--- src/rtl/seq_mult.sv ---
// Iterative shift-and-add multiplier. It handles unsigned or two's-complement operands, WIDTH+1 edges from accept to out_valid.
// Backpressure: in_ready is high only in IDLE, and out_p/out_valid hold in DONE until out_ready.
module seq_mult #(
  parameter int WIDTH     = 24,
  parameter bit SIGNED_EN = 1'b1
) (
  input  logic                 clk,
  input  logic                 rst_n,
  input  logic                 in_valid,
  output logic                 in_ready,
  input  logic [WIDTH-1:0]     in_a,
  input  logic [WIDTH-1:0]     in_b,
  input  logic                 in_signed,
  output logic                 out_valid,
  input  logic                 out_ready,
  output logic [2*WIDTH-1:0]   out_p,
  output logic                 busy
);

  localparam int CW = $clog2(WIDTH);

  localparam logic [1:0] S_IDLE = 2'd0;
  localparam logic [1:0] S_CALC = 2'd1;
  localparam logic [1:0] S_FIX  = 2'd2;
  localparam logic [1:0] S_DONE = 2'd3;

  logic [1:0]         state;
  logic [WIDTH-1:0]   mcand;
  logic [2*WIDTH-1:0] prod;
  logic [CW-1:0]      cnt;
  logic               neg;

  logic               sgn;
  logic [WIDTH-1:0]   a_mag;
  logic [WIDTH-1:0]   b_mag;
  logic [WIDTH-1:0]   pp;
  logic [WIDTH:0]     sum;
  logic               last_iter;

  // Negating the most-negative value wraps back to 2^(WIDTH-1), which is its exact unsigned magnitude.
  always_comb begin
    sgn       = SIGNED_EN && in_signed;
    a_mag     = (sgn && in_a[WIDTH-1]) ? -in_a : in_a;
    b_mag     = (sgn && in_b[WIDTH-1]) ? -in_b : in_b;
    pp        = mcand & {WIDTH{prod[0]}};
    sum       = {1'b0, prod[2*WIDTH-1:WIDTH]} + {1'b0, pp};
    last_iter = (cnt == CW'(WIDTH-1));
  end

  assign in_ready = (state == S_IDLE);
  assign busy     = (state != S_IDLE);

  always_ff @(posedge clk) begin
    if (!rst_n) begin
      state     <= S_IDLE;
      mcand     <= '0;
      prod      <= '0;
      cnt       <= '0;
      neg       <= 1'b0;
      out_p     <= '0;
      out_valid <= 1'b0;
    end else begin
      case (state)
        S_IDLE: begin
          if (in_valid) begin
            mcand <= a_mag;
            prod  <= {{WIDTH{1'b0}}, b_mag};
            neg   <= sgn && (in_a[WIDTH-1] ^ in_b[WIDTH-1]);
            cnt   <= '0;
            state <= S_CALC;
          end
        end
        S_CALC: begin
          // The carry out of the upper-half add becomes the new MSB as the register shifts right.
          prod <= {sum, prod[WIDTH-1:1]};
          cnt  <= cnt + CW'(1);
          if (last_iter) begin
            state <= S_FIX;
          end
        end
        S_FIX: begin
          out_p     <= neg ? -prod : prod;
          out_valid <= 1'b1;
          state     <= S_DONE;
        end
        S_DONE: begin
          if (out_ready) begin
            out_valid <= 1'b0;
            state     <= S_IDLE;
          end
        end
        default: state <= S_IDLE;
      endcase
    end
  end

endmodule
--- config.mk ---
export PLATFORM = sky130hd
export DESIGN_NAME = seq_mult
export DESIGN_NICKNAME = d
export VERILOG_FILES = /design/src/rtl/seq_mult.sv
export SDC_FILE = /design/constraint.sdc
export NUM_CORES = 1
export LEC_CHECK = 0
export BUFFER_PORTS_ARGS = -buffer_cell sky130_fd_sc_hd__buf_4
export CAP_MARGIN = 0
export CORE_MARGIN = 4
export CORE_UTILIZATION = 50
export CTS_CLUSTER_DIAMETER = 30
export DETAILED_ROUTE_END_ITERATION = 8
export PLACE_DENSITY = 0.81
export SLEW_MARGIN = 20
export SYNTH_ARGS = -nofsm -noshare
export SYNTH_HDL_FRONTEND = slang
export SYNTH_SLANG_ARGS = --single-unit
--- constraint.sdc ---
create_clock -name clk -period 3.25 [get_ports clk]
set_input_delay 0.65 -clock clk [delete_from_list [all_inputs] [get_ports clk]]
set_output_delay 0.65 -clock clk [all_outputs]
set_load 0.01 [all_outputs]
**Yosys cells after proc, flatten, opt, wreduce, memory -nomap -nowiden**

Index checks and enable logic that the tools add are counted.

- Register bits after elaboration: 129
- Output and inout bits: 51
- Word-level logic and storage cells: 45

- Add/subtract/negate cells: 5
- Equal/unequal tests: 7
- Muxes and demuxes: 13
- Bitwise operators: 2
- Reduce and logical (&&, ||, !) cells: 11

Operator list:

| kind | count |
|---|---|
| 48-bit two-way mux | 2 |
| 48-bit case mux with 2 select lines | 1 |
| 24-bit two-way mux | 2 |
| 24-bit negation | 2 |
| 48-bit negation | 1 |
| 24-bit by 24-bit adder with 25-bit output | 1 |
| 24-bit bitwise AND | 1 |
| 5-bit case mux with 2 select lines | 1 |
| 2-bit case mux with 4 select lines | 1 |
| 2-bit two-way mux | 3 |
| 2-bit inequality test, second input constant | 3 |
| 2-bit AND reduction | 3 |
| 2-bit nonzero test | 3 |
| 5-bit by 1-bit adder with 5-bit output, second input constant | 1 |
| 5-bit equality test, second input constant | 1 |
| 5-bit two-way mux | 1 |
| 2-bit equality test, second input constant | 2 |
| 1-bit logical AND | 3 |
| 3-bit AND reduction | 1 |
| 2-bit by 1-bit equality test with 1-bit output, second input constant | 1 |
| 2-bit zero test | 1 |
| 1-bit case mux with 2 select lines | 1 |
| 1-bit two-way mux | 1 |
| 1-bit XOR | 1 |

**Logic depth before layout (Yosys ltp)**

- Depth in word-level cells: 4
- Gate-level depth with buffers: 12
- Gate-level depth less buffers: 10

**Worst setup path after synthesis**

Ideal clock, no wire load.

- Path type: register to register
- Start point: register prod[0]
- End point: register prod[43]
- Setup time: 0.117 ns
- Arrival time: 2.976 ns
- Data required time: 3.133 ns
- Slack: 0.156 ns
- Cell stages (with the launch flop): 13
- Cell sequence: dfxtp_1 -> clkbuf_1 -> clkbuf_1 -> and2_1 -> ha_1 -> inv_1 -> fa_1 -> nand2b_1 -> a21oi_1 -> o21ai_0 -> a2111oi_0 -> o21ai_0 -> a32o_1

- Cells in the longest elaborated chain, start to end: 3

Ends and longest elaborated chain:

| item | RTL line | source |
|---|---|---|
| start, declared | 29 | `logic [2*WIDTH-1:0] prod;` |
| start signal, assigned | 67 | `prod <= {{WIDTH{1'b0}}, b_mag};` |
| start signal, assigned | 75 | `prod <= {sum, prod[WIDTH-1:1]};` |
| 24-bit bitwise AND | 45 | `pp = mcand & {WIDTH{prod[0]}};` |
| 24-bit by 24-bit adder with 25-bit output | 46 | `sum = {1'b0, prod[2*WIDTH-1:WIDTH]} + {1'b0, pp};` |
| 48-bit case mux with 2 select lines | 63 | `case (state)` |

No other way between the ends.
A chain may end at the register's enable or synchronous reset.

**Worst setup path after layout**

Same ends and word-level chain as after synthesis.

==> metrics.md <==
| Metric | Value |
|---|---|
| Most common cell in the netlist | `dfxtp_1` |
| WP data arrival | `3.14 ns` |
| CTS tree | `yes` |
| Final worst path period need | `2.82 ns` |
| Syn nets | `1143` |
| YS warnings | `0` |
| Hold crit path type | `flop to flop` |
| Max clock buf depth | `2` |
| Die area | `18700 um2` |
| Critical path class | `flop to flop` |
| Mean number of vias per cell | `6.08` |
| Post-Syn Instances | `1057` |
| IR drop worst, VDD | `468 uV` |
| Die Wd | `137 um` |
| Height of the die | `137 um` |
| CTS Sinks | `129` |
| Skew final | `0.00985 ns` |
| Ranking of synthesized cells by area | `dfxtp_1, xor2_1, nand2_1` |
| Setup Viol. Count Final | `0` |
| Register area | `2580 um2` |
| Fin nets | `1221` |
| Clk root buf | `clkbuf_16` |
| WL/cell | `17.4 um` |
| Starting density of the core | `51.7%` |
| Seq/Total Area, Yosys | `31.1%` |
| LEAKAGE | `3.85 nW` |
| Area of the multi-input gates | `5340 um2` |
| Std-Cell Rows | `46` |
| Vias | `8290` |
| CTS clk-pin slew, worst paths | `0.06 ns` |
| Fillers | `1410` |
| Hold Vio Cnt, Final | `0` |
| Layout Utilization | `61.2%` |
| Htree depth | `4` |
| Skew-Pair Late Insertion Delay | `0.43 ns` |
| First-pass iteration count of the detailed router | `6` |
| Max-cap violations | `0` |
| Main synth FF type | `dfxtp_1` |
| Worst Path Required | `3.57 ns` |
| CP Launch Type | `flop` |
| EDFF count, synth | `0` |
| CP Capture Type | `flop` |
| WHS Endpoint | `out_p[43]$_SDFFE_PN0P_` |
| HPWL after DPL | `17.5 mm` |
| Yosys top cell by area | `dfxtp_1` |
| R2R Path Start | `prod[0]$_SDFFE_PN0P_` |
| Share of post-route cells with drive strength above 1 | `15.9%` |
| Pin count of the biggest net entering global routing | `48` |
| Reg2reg end | `prod[43]$_SDFFE_PN0P_` |
| Post-synth cell types | `75` |
| DRC Markers | `0` |
| Initial DRC count | `1044` |
| #FFs+latches synth | `129` |
| Relative slew slack | `34.9%` |
| Worst hold start | `out_p[43]$_SDFFE_PN0P_` |
| Fin crit share | `86.7%` |
| Diode count | `0` |
| Final TNS setup | `0 ns` |
| Global placer's final weighted congestion | `0.971` |
| R2R Setup Slk | `0.43 ns` |
| First-pass GRT wire length | `37.8 mm` |
| Pins Over Slew Limit | `0` |
| Status | `finished clean` |
| R2R depth | `9` |
| Routed WL | `23.8 mm` |
| Ports | `104` |
| Fraction of registers with async set/reset | `0%` |
| CTS buffer count | `17` |
| Tot GR Track Use | `25.1%` |
| I/O Buffers | `103` |
| Crit path max fanout | `28` |
| Fmax | `0.355 GHz` |
| Area delta synth->final | `18.3%` |
| Vias in the first global route | `7471` |
| Post-synth top cells | `dfxtp_1, nand2_1, nor2_1` |
| Post-Syn Area per Cell | `7.86 um2` |
| CORE AREA | `16100 um2` |
| Total gr overflow | `0` |
| Worst-Margin Slew | `0.976 ns` |
| Power Density | `734 nW/um2` |
| WHS Path Cells | `2` |
| RSZ-0062 raised after global routing | `false` |
| Synthesized area | `8310 um2` |
| ANT nets after route | `0` |
| Post-synth top area share | `31.1%` |
| Initial antenna violation count | `0` |
[cells in the final DEF, fill, tap and decap left out, types with 31 or more instances in the layout]
| cell | n |
|---|---|
| a21oi_1 | 73 |
| and2_1 | 32 |
| buf_4 | 124 |
| dfxtp_1 | 129 |
| ha_1 | 31 |
| nand2_1 | 109 |
| nand3_1 | 36 |
| nor2_1 | 90 |
| o21ai_0 | 74 |
| xnor2_1 | 44 |
| xor2_1 | 51 |
[worst max-delay path by stage]
| stage | start | to | slack [ns] | depth (start not counted) |
|---|---|---|---|---|
| finish | prod[0]$_SDFFE_PN0P_ | prod[43]$_SDFFE_PN0P_ | 0.43 | 9 |
| detailed placement | prod[0]$_SDFFE_PN0P_ | prod[43]$_SDFFE_PN0P_ | 0.38 | 9 |
| floorplan | prod[0]$_SDFFE_PN0P_ | prod[43]$_SDFFE_PN0P_ | 0.16 | 12 |
| global route | prod[0]$_SDFFE_PN0P_ | prod[43]$_SDFFE_PN0P_ | 0.07 | 9 |
| global placement | prod[0]$_SDFFE_PN0P_ | prod[43]$_SDFFE_PN0P_ | 0.48 | 9 |
| CTS | prod[0]$_SDFFE_PN0P_ | prod[43]$_SDFFE_PN0P_ | 0.34 | 9 |
[metal layers]
metal	global-route usage [%]	vias to the layer above	part of all wire (%)
li1	-	4007	-
met1	36.3	3819	45
met2	37.5	417	44
met4	8.92	0	1.9
met3	4.63	47	9.7
met5	0	-	0
[logic make-up after synthesis]
family | after synthesis | share of synthesized area [%]
mux | 12 | 1.45
fa+ha+maj | 33 | 5.06
compound gates | 312 | 24.2
buf+inv | 93 | 4.74
flops | 129 | 31.1
xor+xnor | 95 | 10.0
simple gates | 383 | 23.5
[through the flow]
stage	cells	cell area, um2	power [W]	hold slack (ns)	setup WS [ns]
floorplan	1057	8310	0.00424	0.427	0.156
global placement	1332	9230	0.00513	0.438	0.475
detailed placement	1332	9230	0.00520	0.441	0.382
CTS	1364	9830	0.00717	0.449	0.339
global route	1364	9830	0.00761	0.472	0.0674
finish	1364	9830	0.00721	0.446	0.434
[power breakdown]
part / internal [W] / leakage (nW) / switching, W / total [W]
sequential: 0.00193 / 1.05 / 0.000362 / 0.00229
combinational: 0.00113 / 2.51 / 0.00186 / 0.00299
clock: 0.00115 / 0.289 / 0.000785 / 0.00194
total: 0.00421 / 3.85 / 0.00301 / 0.00721
[worst max-delay path: stages (launching register included)]
cell	delay, ns
dfxtp_1	0.33
buf_4	0.25
nand2_1	0.15
fa_1	0.43
nand2b_1	0.20
a21oi_1	0.21
o21ai_0	0.15
a2111oi_1	0.55
o21ai_0	0.18
a32o_1	0.27
[layout make-up]
cell class,count,area share [%]
sequential,129,26.3
clock buffer,17,4.33
tap,216,2.75
clock inverter,15,1.76
timing repair buffer,124,9.47
multi-input combinational,835,54.3
inverter,28,1.07
[sequential cells by signal, summed over array words and instances (netlist names)]
| register | flops |
|---|---|
| cnt | 5 |
| mcand | 24 |
| neg | 1 |
| out_p | 48 |
| out_valid | 1 |
| prod | 48 |
| state | 2 |
[repair_timing]
item,in CTS,in global routing
endpoints found under the setup margin,0,1
setup buffers,0,0
hold buffers,0,0
endpoints found under the hold margin,0,0
resized for setup,0,1
(Power assumes the default switching activity.)
